File: src/rtl/elevator_scan_controller.sv
// Single-car SCAN elevator controller: latches floor calls, sweeps in one direction
// while requests remain ahead, opens the door at each requested floor, then reverses or idles.
module elevator_scan_controller #(
  parameter int NUM_FLOORS      = 5,
  parameter int TICKS_PER_FLOOR = 4,
  parameter int DOOR_TICKS      = 3,
  localparam int FLOOR_W        = (NUM_FLOORS > 2) ? $clog2(NUM_FLOORS) : 1
) (
  input  logic                  i_clk,
  input  logic                  i_rst_n,
  input  logic                  i_tick,
  input  logic                  i_hold,
  input  logic [NUM_FLOORS-1:0] i_call,
  output logic [FLOOR_W-1:0]    o_floor,
  output logic [NUM_FLOORS-1:0] o_pending,
  output logic                  o_motor_up,
  output logic                  o_motor_down,
  output logic                  o_door_open,
  output logic                  o_dir,
  output logic [2:0]            o_state_value
);

  localparam int TRAVEL_W = (TICKS_PER_FLOOR > 1) ? $clog2(TICKS_PER_FLOOR) : 1;
  localparam int DOOR_W   = (DOOR_TICKS > 1) ? $clog2(DOOR_TICKS) : 1;
  localparam logic [TRAVEL_W-1:0] TRAVEL_LAST = TRAVEL_W'(TICKS_PER_FLOOR - 1);
  localparam logic [DOOR_W-1:0]   DOOR_LAST   = DOOR_W'(DOOR_TICKS - 1);

  localparam logic [2:0] ST_IDLE = 3'd0;
  localparam logic [2:0] ST_UP   = 3'd1;
  localparam logic [2:0] ST_DOWN = 3'd2;
  localparam logic [2:0] ST_DOOR = 3'd3;

  logic [2:0]            r_state, w_state_next;
  logic [FLOOR_W-1:0]    r_floor, w_floor_next;
  logic [NUM_FLOORS-1:0] r_pending, w_pending_next;
  logic [NUM_FLOORS-1:0] w_call_eff, w_clear, w_floor_onehot;
  logic                  r_dir, w_dir_next;
  logic [TRAVEL_W-1:0]   r_travel, w_travel_next;
  logic [DOOR_W-1:0]     r_door, w_door_next;
  logic                  r_motor_up, r_motor_down, r_door_open;
  logic                  w_here, w_above, w_below;
  logic                  w_here_up, w_here_dn, w_above_nxt, w_below_nxt;
  logic                  w_go_up, w_go_down, w_step;
  logic                  w_clear_en;
  logic [FLOOR_W-1:0]    w_clear_idx;

  genvar gi;
  generate
    for (gi = 0; gi < NUM_FLOORS; gi++) begin : g_onehot
      assign w_floor_onehot[gi] = (r_floor == FLOOR_W'(gi));
    end
  endgenerate

  // Request geometry relative to the current floor and to the floor one step away.
  always_comb begin
    w_here      = 1'b0;
    w_above     = 1'b0;
    w_below     = 1'b0;
    w_here_up   = 1'b0;
    w_here_dn   = 1'b0;
    w_above_nxt = 1'b0;
    w_below_nxt = 1'b0;
    for (int i = 0; i < NUM_FLOORS; i++) begin
      if (r_pending[i]) begin
        if (i == int'(r_floor))     w_here      = 1'b1;
        if (i >  int'(r_floor))     w_above     = 1'b1;
        if (i <  int'(r_floor))     w_below     = 1'b1;
        if (i == int'(r_floor) + 1) w_here_up   = 1'b1;
        if (i == int'(r_floor) - 1) w_here_dn   = 1'b1;
        if (i >  int'(r_floor) + 1) w_above_nxt = 1'b1;
        if (i <  int'(r_floor) - 1) w_below_nxt = 1'b1;
      end
    end
  end

  assign w_go_up   = w_above && (r_dir || !w_below);
  assign w_go_down = w_below && (!r_dir || !w_above);
  assign w_step    = i_tick && !i_hold;

  always_comb begin
    w_state_next  = r_state;
    w_floor_next  = r_floor;
    w_dir_next    = r_dir;
    w_travel_next = r_travel;
    w_door_next   = r_door;
    w_clear_en    = 1'b0;
    w_clear_idx   = r_floor;
    case (r_state)
      ST_IDLE: begin
        if (w_here) begin
          w_state_next = ST_DOOR;
          w_clear_en   = 1'b1;
          w_door_next  = '0;
        end else if (w_go_up) begin
          w_state_next  = ST_UP;
          w_dir_next    = 1'b1;
          w_travel_next = '0;
        end else if (w_below) begin
          w_state_next  = ST_DOWN;
          w_dir_next    = 1'b0;
          w_travel_next = '0;
        end
      end
      ST_UP: begin
        if (w_step) begin
          if (r_travel == TRAVEL_LAST) begin
            w_travel_next = '0;
            w_floor_next  = r_floor + FLOOR_W'(1);
            if (w_here_up) begin
              w_state_next = ST_DOOR;
              w_clear_en   = 1'b1;
              w_clear_idx  = r_floor + FLOOR_W'(1);
              w_door_next  = '0;
            end else if (!w_above_nxt) begin
              w_state_next = ST_IDLE;
            end
          end else begin
            w_travel_next = r_travel + TRAVEL_W'(1);
          end
        end
      end
      ST_DOWN: begin
        if (w_step) begin
          if (r_travel == TRAVEL_LAST) begin
            w_travel_next = '0;
            w_floor_next  = r_floor - FLOOR_W'(1);
            if (w_here_dn) begin
              w_state_next = ST_DOOR;
              w_clear_en   = 1'b1;
              w_clear_idx  = r_floor - FLOOR_W'(1);
              w_door_next  = '0;
            end else if (!w_below_nxt) begin
              w_state_next = ST_IDLE;
            end
          end else begin
            w_travel_next = r_travel + TRAVEL_W'(1);
          end
        end
      end
      ST_DOOR: begin
        // A fresh press at the open floor, or a hold, keeps the door open from scratch.
        if ((i_call & w_floor_onehot) != '0 || i_hold) begin
          w_door_next = '0;
        end else if (i_tick) begin
          if (r_door == DOOR_LAST) begin
            if (w_go_up) begin
              w_state_next  = ST_UP;
              w_dir_next    = 1'b1;
              w_travel_next = '0;
            end else if (w_go_down) begin
              w_state_next  = ST_DOWN;
              w_dir_next    = 1'b0;
              w_travel_next = '0;
            end else begin
              w_state_next = ST_IDLE;
            end
          end else begin
            w_door_next = r_door + DOOR_W'(1);
          end
        end
      end
      default: w_state_next = ST_IDLE;
    endcase
  end

  assign w_clear        = w_clear_en ? (NUM_FLOORS'(1) << w_clear_idx) : '0;
  assign w_call_eff     = (r_state == ST_DOOR) ? (i_call & ~w_floor_onehot) : i_call;
  assign w_pending_next = (r_pending | w_call_eff) & ~w_clear;

  always_ff @(posedge i_clk or negedge i_rst_n) begin
    if (!i_rst_n) begin
      r_state      <= ST_IDLE;
      r_floor      <= '0;
      r_pending    <= '0;
      r_dir        <= 1'b1;
      r_travel     <= '0;
      r_door       <= '0;
      r_motor_up   <= 1'b0;
      r_motor_down <= 1'b0;
      r_door_open  <= 1'b0;
    end else begin
      r_state      <= w_state_next;
      r_floor      <= w_floor_next;
      r_pending    <= w_pending_next;
      r_dir        <= w_dir_next;
      r_travel     <= w_travel_next;
      r_door       <= w_door_next;
      r_motor_up   <= (w_state_next == ST_UP) && !i_hold;
      r_motor_down <= (w_state_next == ST_DOWN) && !i_hold;
      r_door_open  <= (w_state_next == ST_DOOR);
    end
  end

  assign o_floor       = r_floor;
  assign o_pending     = r_pending;
  assign o_motor_up    = r_motor_up;
  assign o_motor_down  = r_motor_down;
  assign o_door_open   = r_door_open;
  assign o_dir         = r_dir;
  assign o_state_value = r_state;

endmodule

File: config.mk
export PLATFORM = sky130hd
export DESIGN_NAME = elevator_scan_controller
export DESIGN_NICKNAME = d
export VERILOG_FILES = /design/src/rtl/elevator_scan_controller.sv
export SDC_FILE = /design/constraint.sdc
export NUM_CORES = 1
export LEC_CHECK = 0
export CAP_MARGIN = 25
export CORE_UTILIZATION = 50
export DETAILED_ROUTE_END_ITERATION = 6
export PLACE_DENSITY = 0.78
export RECOVER_POWER = 50
export REMOVE_ABC_BUFFERS = 1
export SLEW_MARGIN = 25
export SYNTH_ARGS = -nofsm -noshare
export SYNTH_HDL_FRONTEND = slang
export SYNTH_SLANG_ARGS = --single-unit
File: constraint.sdc
create_clock -name i_clk -period 3.7 [get_ports i_clk]
set_clock_uncertainty 0.15 [all_clocks]
set_input_delay 0.37 -clock i_clk [delete_from_list [all_inputs] [get_ports i_clk]]
set_output_delay 0.37 -clock i_clk [all_outputs]
set_load 0.02 [all_outputs]
==> metrics.md, run 1 <==
| Metric | Value |
|---|---|
| H-Tree Depth | 1 |
| Die width | 64.08 um |
| Hold-fix buffers at CTS | 0 |
| Final min period | 2.944 ns |
| Sw frac | 0.4948 |
| Hold endpoint | r_door[1]$_DFFE_PN0P_ |
| Via/cell ratio | 6.249 |
| CP Launch Type | flip-flop |
| NetSw | 0.7015 mW |
| DRC viols | 0 |
| GP Congestion | 0.9784 |
| Number of port buffers | 23 |
| Synth Area in XOR/XNOR | 0.01364 |
| Hold Crit Start | r_door[1]$_DFFE_PN0P_ |
| Post-CTS sizing | 0 |
| Top post-synthesis cells by count | a21oi_1, nand2_1, dfrtp_1, nor2_1 |
| Cells after synthesis | 236 |
| Synth cell types | 70 |
| CP Data Required Time | 3.69 ns |
| Routed wire length | 4819 um |
| Largest cells by area after synthesis | dfrtp_1, a21oi_1, ha_1 |
| Unrepaired setup endpoints after global routing | false |
| CP max-delay cell | dfrtp_1 |
| Number of CTS-inserted buffers | 3 |
| WS Path Type | flip-flop to flip-flop |
| Internal power | 0.7163 mW |
| Vias in the first global route | 1690 |
| Setup TNS | 0 ns |
| CP arrival | 2.94 ns |
| Synth Flop Type | dfrtp_1 |
| Syn Area/Cell | 8.165 um2 |
| Synth top area share | 0.2338 |
| # nets final | 273 |
| Hold depth | 1 |
| Layout cells sized above 1 | 0.1067 |
| Initial antenna violation count | 0 |
| Die area | 4106 um2 |
| Ys async rst share | 1.000 |
| Critical R2R Launch | o_floor[1]$_DFFE_PN0P_ |
| Clock root buffer master | clkbuf_8 |
| Final worst slack | 0.7563 ns |
| Critical path's top delay family | simple AND/OR/NAND/NOR gates |
| Outcome | complete, no violations |
| Via count | 1881 |
| CTS clk-pin slew, worst paths | 0.07 ns |
| Place WS | 0.7654 ns |
| DP HPWL | 3580 um |
| Biggest cell delay along the critical path | 0.49 ns |
| Max-slew headroom | 0.4205 |
| Static leakage | 0.9162 nW |
| Antenna-violating nets left | 0 |
| Ys Warns | 0 |
| Clk_lat worst skew | 0.26 ns |
| Sum of buffers and inverters on the critical path | 1 |
| Largest net degree at the start of global routing | 20 |
| Worst vdd ir | 0.0003056 V |
| Routed length per instance | 16.01 um |
| Area delta synth->final | 13.51% |
| CP Cell Sequence | inv_1 -> ha_1 -> a22oi_1 -> a31oi_1 -> nor4b_2 -> a21oi_1 -> nor4_2 -> mux2_1 |
| Grt total ovfl | 0 |
| Cell with the most instances after synthesis | a21oi_1 |
| Worst reg2reg path depth | 8 |
| Postcts setup bufs | 0 |
| Synth Area in Simple Gates | 0.2532 |
| Num ports | 24 |
| Final setup vio count | 0 |
| # clock sinks | 19 |
| CP endpoint kind | flip-flop |
| Cell Area, Synth | 1927 um2 |
| Post-Synth Adder-Cell Area | 0.06494 |
| CTS tree | done |
| Post-synthesis mux area share | 0.02792 |
| Max-cap viol count | 0 |
| Min-Delay Path Class | flip-flop to flip-flop |
| Largest family of logic cells by synthesized area | compound AO/OA/AOI/OAI gates |
| Post-synth EDFFs | 0 |
| Hold Fails Final Rpt | 0 |
| Antenna cells | 0 |
| Crit share post-route | 0.7956 |
| Tightest Pin Transition | 0.8664 ns |
| Clk pwr share | 0.104 |
| First-pass GRT wire length | 7921 um |
| Slew Viols, Final | 0 |
| Core area | 3689 um2 |
| FF-to-FF End | r_travel[0]$_DFFE_PN0P_ |
| Row count | 22 |
| Worst reg2reg setup slack | 0.76 ns |
| Logic pwr share | 0.650 |
| Cell taking the most area after synthesis | dfrtp_1 |
| Overall Global Routing Usage | 0.2434 |
| Iter 0 DRT Violations | 140 |
| Max Buffers Root-to-Sink | 2 |
| Power density cells | 648.3 nW/um2 |
| Compound-Gate Fraction of Synth Area | 0.3162 |
| CP Max Fanout | 12 |
| Post-synthesis register bit count | 19 |
| First-pass DRT Iterations | 4 |
| Max Fclk | 339.7 MHz |
| Starting Density | 0.5224 |
| Register area share after synthesis | 0.2474 |
| Sequential share of power | 0.246 |
| Die H | 64.08 um |
-- registers in the layout, summed over array words and instances, names as in the netlist --
| signal | count |
|---|---|
| o_motor_down | 1 |
| r_travel | 2 |
| o_door_open | 1 |
| o_pending | 5 |
| r_door | 2 |
| o_state_value | 3 |
| o_motor_up | 1 |
| o_dir | 1 |
| o_floor | 3 |
-- logic make-up after synthesis --
logic type | after synthesis
flops | 19
buf+inv | 27
mux | 5
xor+xnor | 3
simple gates | 86
other cells | 1
fa+ha+maj | 10
compound gates | 85
-- through the flow --
stage / std cells / hold WS [ns] / cell area [um2] / util / total power, mW
detailed placement: 297 / 0.3495 / 2152 / 0.5834 / 1.266
global placement: 297 / 0.3437 / 2152 / 0.5834 / 1.254
global route: 301 / 0.3800 / 2187 / 0.5929 / 1.519
finish: 301 / 0.3649 / 2187 / 0.5929 / 1.418
floorplan: 222 / -0.07559 / 1832 / - / 1.001
CTS: 301 / 0.3660 / 2198 / 0.5960 / 1.421
-- placed cells by master, fill, tap and decap left out, drive strengths merged, types with 3 or more instances in the layout --
cell type	instances
ha	10
nand3	8
buf	4
and2	4
xnor2	3
a311o	3
dfrtp	18
a31oi	5
clkbuf	3
clkdlybuf4s50	16
nor4b	3
mux2	3
nand2b	5
dlygate4sd3	7
inv	12
o211ai	4
a21oi	30
a21o	3
a22oi	4
or2	3
nor2	19
nor3	9
o21ai	14
nand2	23
-- metal layers --
layer  up-vias  part of all wire  GRT usage  wire length [um]
li1        906                 -          -                 -
met4         0            0.0083    0.03693                40
met3         9             0.050    0.04464               241
met2        58              0.48     0.4003              2320
met5         -                 0          0                 0
met1       908              0.46     0.3363              2216
-- worst reg2reg max path, delay by kind of cell (launching register included) --
family	cells	cell delay (ns)
multiplexers	1	0.36
AO/OA/AOI/OAI	3	0.57
flip-flops	1	0.49
adder cells (fa/ha/maj)	1	0.36
AND/OR/NAND/NOR	2	0.76
buffers and inverters	1	0.14
-- power groups by stage --
stage / logic [mW] / registers (mW) / clock network [mW]
after floorplan: 0.606 / 0.394 / 0
after global placement: 0.907 / 0.347 / 0
after detailed placement: 0.915 / 0.351 / 0
after CTS: 0.922 / 0.347 / 0.152
after global routing: 1.00 / 0.358 / 0.160
final: 0.922 / 0.348 / 0.148
-- worst max-delay path by stage --
| stage | depth (start not counted) | slack (ns) | start | to |
|---|---|---|---|---|
| after global routing | 8 | 0.62 | o_floor[1]$_DFFE_PN0P_ | r_travel[0]$_DFFE_PN0P_ |
| after detailed placement | 8 | 0.77 | o_floor[1]$_DFFE_PN0P_ | r_travel[0]$_DFFE_PN0P_ |
| after global placement | 8 | 0.80 | o_floor[0]$_DFFE_PN0P_ | r_travel[0]$_DFFE_PN0P_ |
| final | 8 | 0.76 | o_floor[1]$_DFFE_PN0P_ | r_travel[0]$_DFFE_PN0P_ |
| after CTS | 8 | 0.77 | o_floor[1]$_DFFE_PN0P_ | r_travel[0]$_DFFE_PN0P_ |
| after floorplan | 9 | 0.52 | o_floor[0]$_DFFE_PN0P_ | o_pending[4]$_DFF_PN0_ |
-- final cells by class --
cell class / count / area, um2
Multi-Input combinational cell: 190 / 1295
Clock buffer: 3 / 41.29
Inverter: 13 / 48.80
Fill cell: 348 / 1501
Timing Repair Buffer: 27 / 260.3
Clock inverter: 1 / 5.005
Sequential cell: 19 / 476.7
Tap cell: 48 / 60.06
Power figures use the tool's default switching activity.
==> run 2: changes to the inputs <==
clock period = 2.8 ns   (was 3.7 ns; I/O delays follow)
==> metrics.md, run 2 (synthesis gave the netlist of run 1 again) <==
| Metric | Value |
|---|---|
| WHS | 0.3793 ns |
| Critical R2R Launch | o_floor[1]$_DFFE_PN0P_ |
| CP Launch Type | flip-flop |
| Most common cell after layout, fill and taps aside | a21oi_1 |
| Slew Viols, Final | 0 |
| Starting Density | 0.5224 |
| Num ports | 24 |
| # clock sinks | 19 |
| Internal power | 1.026 mW |
| Hold endpoint | r_door[1]$_DFFE_PN0P_ |
| Tightest Pin Transition | 0.8854 ns |
| Max Fclk | 373.8 MHz |
| Unrepaired setup endpoints after global routing | false |
| Layout cells sized above 1 | 0.1597 |
| DP HPWL | 3888 um |
| Reg area | 478.0 um2 |
| CP arrival | 2.67 ns |
| FF-to-FF End | r_travel[0]$_DFFE_PN0P_ |
| Hold Fails Final Rpt | 0 |
| Power density cells | 867.1 nW/um2 |
| Area delta synth->final | 18.90% |
| Static leakage | 0.9586 nW |
| DRC viols | 0 |
| CTS tree | done |
| WS Path Type | flip-flop to flip-flop |
| Iter 0 DRT Violations | 179 |
| CP endpoint kind | flip-flop |
| Overall Global Routing Usage | 0.2693 |
| Number of port buffers | 23 |
| Core area | 3689 um2 |
| NetSw | 0.9606 mW |
| CP Max Fanout | 17 |
| CTS clk-pin slew, worst paths | 0.07 ns |
| Sw frac | 0.4836 |
| Vias in the first global route | 1694 |
| # nets final | 283 |
| Routed wire length | 5250 um |
| Placed cell areas | 2240 um2 |
| Number of CTS-inserted buffers | 3 |
| Final setup vio count | 0 |
| Crit share post-route | 0.9554 |
| Min-Delay Path Class | flip-flop to flip-flop |
| Outcome | complete, no violations |
| Final min period | 2.675 ns |
| Antenna-violating nets left | 0 |
| Clock root buffer master | clkbuf_8 |
| Max reg flops | 5 |
| Clk_lat worst skew | 0.27 ns |
| Multi-input logic area | 1314 um2 |
| Hold-fix buffers at CTS | 0 |
| Hold Crit Start | r_door[1]$_DFFE_PN0P_ |
| Worst reg2reg setup slack | 0.12 ns |
| Largest net degree at the start of global routing | 20 |
| Die H | 64.08 um |
| Total power | 1.986 mW |
| Setup TNS | 0 ns |
| Row count | 22 |
| Via count | 1940 |
| Clk pwr share | 0.100 |
| First-pass DRT Iterations | 4 |
| Routed length per instance | 16.88 um |
| CP Data Required Time | 2.79 ns |
| Filler instances | 333 |
| Die area | 4106 um2 |
| Max-cap viol count | 0 |
| Via/cell ratio | 6.238 |
| Design Area, Final | 2291 um2 |
| Max-slew headroom | 0.4078 |
| GP Congestion | 0.9462 |
| Antenna cells | 0 |
| H-Tree Depth | 1 |
| Sequential share of power | 0.220 |
| Hold depth | 1 |
| Die width | 64.08 um |
| Max Buffers Root-to-Sink | 2 |
| Logic pwr share | 0.679 |
| Worst reg2reg path depth | 9 |
| Initial antenna violation count | 0 |
| First-pass GRT wire length | 8355 um |
| Most frequent cells in the layout | a21oi_1, nand2_1, nor2_1 |
| Grt total ovfl | 0 |
| Worst vdd ir | 0.0003618 V |
==> run 2: metal layers <==
metal | GRT usage | wire [um] | up-vias
met5 | 0 | 0 | -
met4 | 0.07386 | 91 | 0
met3 | 0.04464 | 266 | 9
met2 | 0.4282 | 2508 | 59
met1 | 0.3744 | 2384 | 940
li1 | - | - | 932
==> run 2: final cells by class <==
cell class	instances	area share
clock inverter	1	0.002185
inverter	13	0.02130
sequential	19	0.2086
multi-input combinational	190	0.5735
timing repair buffer	37	0.1502
clock buffer	3	0.01802
tap	48	0.02622
==> run 2: how the worst max path moves through the flow <==
stage	start	endpoint	slack [ns]
floorplan	o_floor[0]$_DFFE_PN0P_	o_pending[4]$_DFF_PN0_	-0.38
global placement	o_floor[2]$_DFFE_PN0P_	o_pending[0]$_DFF_PN0_	0.12
detailed placement	o_floor[2]$_DFFE_PN0P_	o_pending[4]$_DFF_PN0_	0.07
CTS	o_floor[0]$_DFFE_PN0P_	r_door[0]$_DFFE_PN0P_	0.06
global route	o_floor[1]$_DFFE_PN0P_	r_travel[0]$_DFFE_PN0P_	0.004
finish	o_floor[1]$_DFFE_PN0P_	r_travel[0]$_DFFE_PN0P_	0.12
==> run 2: timing repair <==
item | 4_1_cts | 5_1_grt
setup endpoints to repair | 0 | 8
buffers inserted | 0 | 0
resized for setup | 0 | 8
==> run 2: critical path, stage by stage, from the launching register on <==
cell	delay, ns
dfrtp_1	0.45
buf_12	0.18
ha_1	0.27
inv_1	0.09
a311o_1	0.35
a22oi_1	0.27
nand2_1	0.14
a21oi_1	0.27
nor4_4	0.08
mux2_1	0.32
==> run 2: per-stage QoR <==
step           instances    util  setup slack (ns)
4_1_cts              311  0.6197           0.06301
6_report             311  0.6211            0.1248
5_1_grt              311  0.6211          0.004454
2_1_floorplan        222       -           -0.3845
3_5_place_dp         307  0.6072           0.07444
3_3_place_gp         307  0.6072            0.1239
==> run 2: power by group through the flow <==
stage          Sequential, mW  Clock, mW  Combinational, mW
6_report                0.438      0.199               1.35
5_1_grt                 0.453      0.215               1.46
4_1_cts                 0.439      0.204               1.32
3_5_place_dp            0.443          0               1.32
3_3_place_gp            0.439          0               1.30
2_1_floorplan           0.521          0              0.801
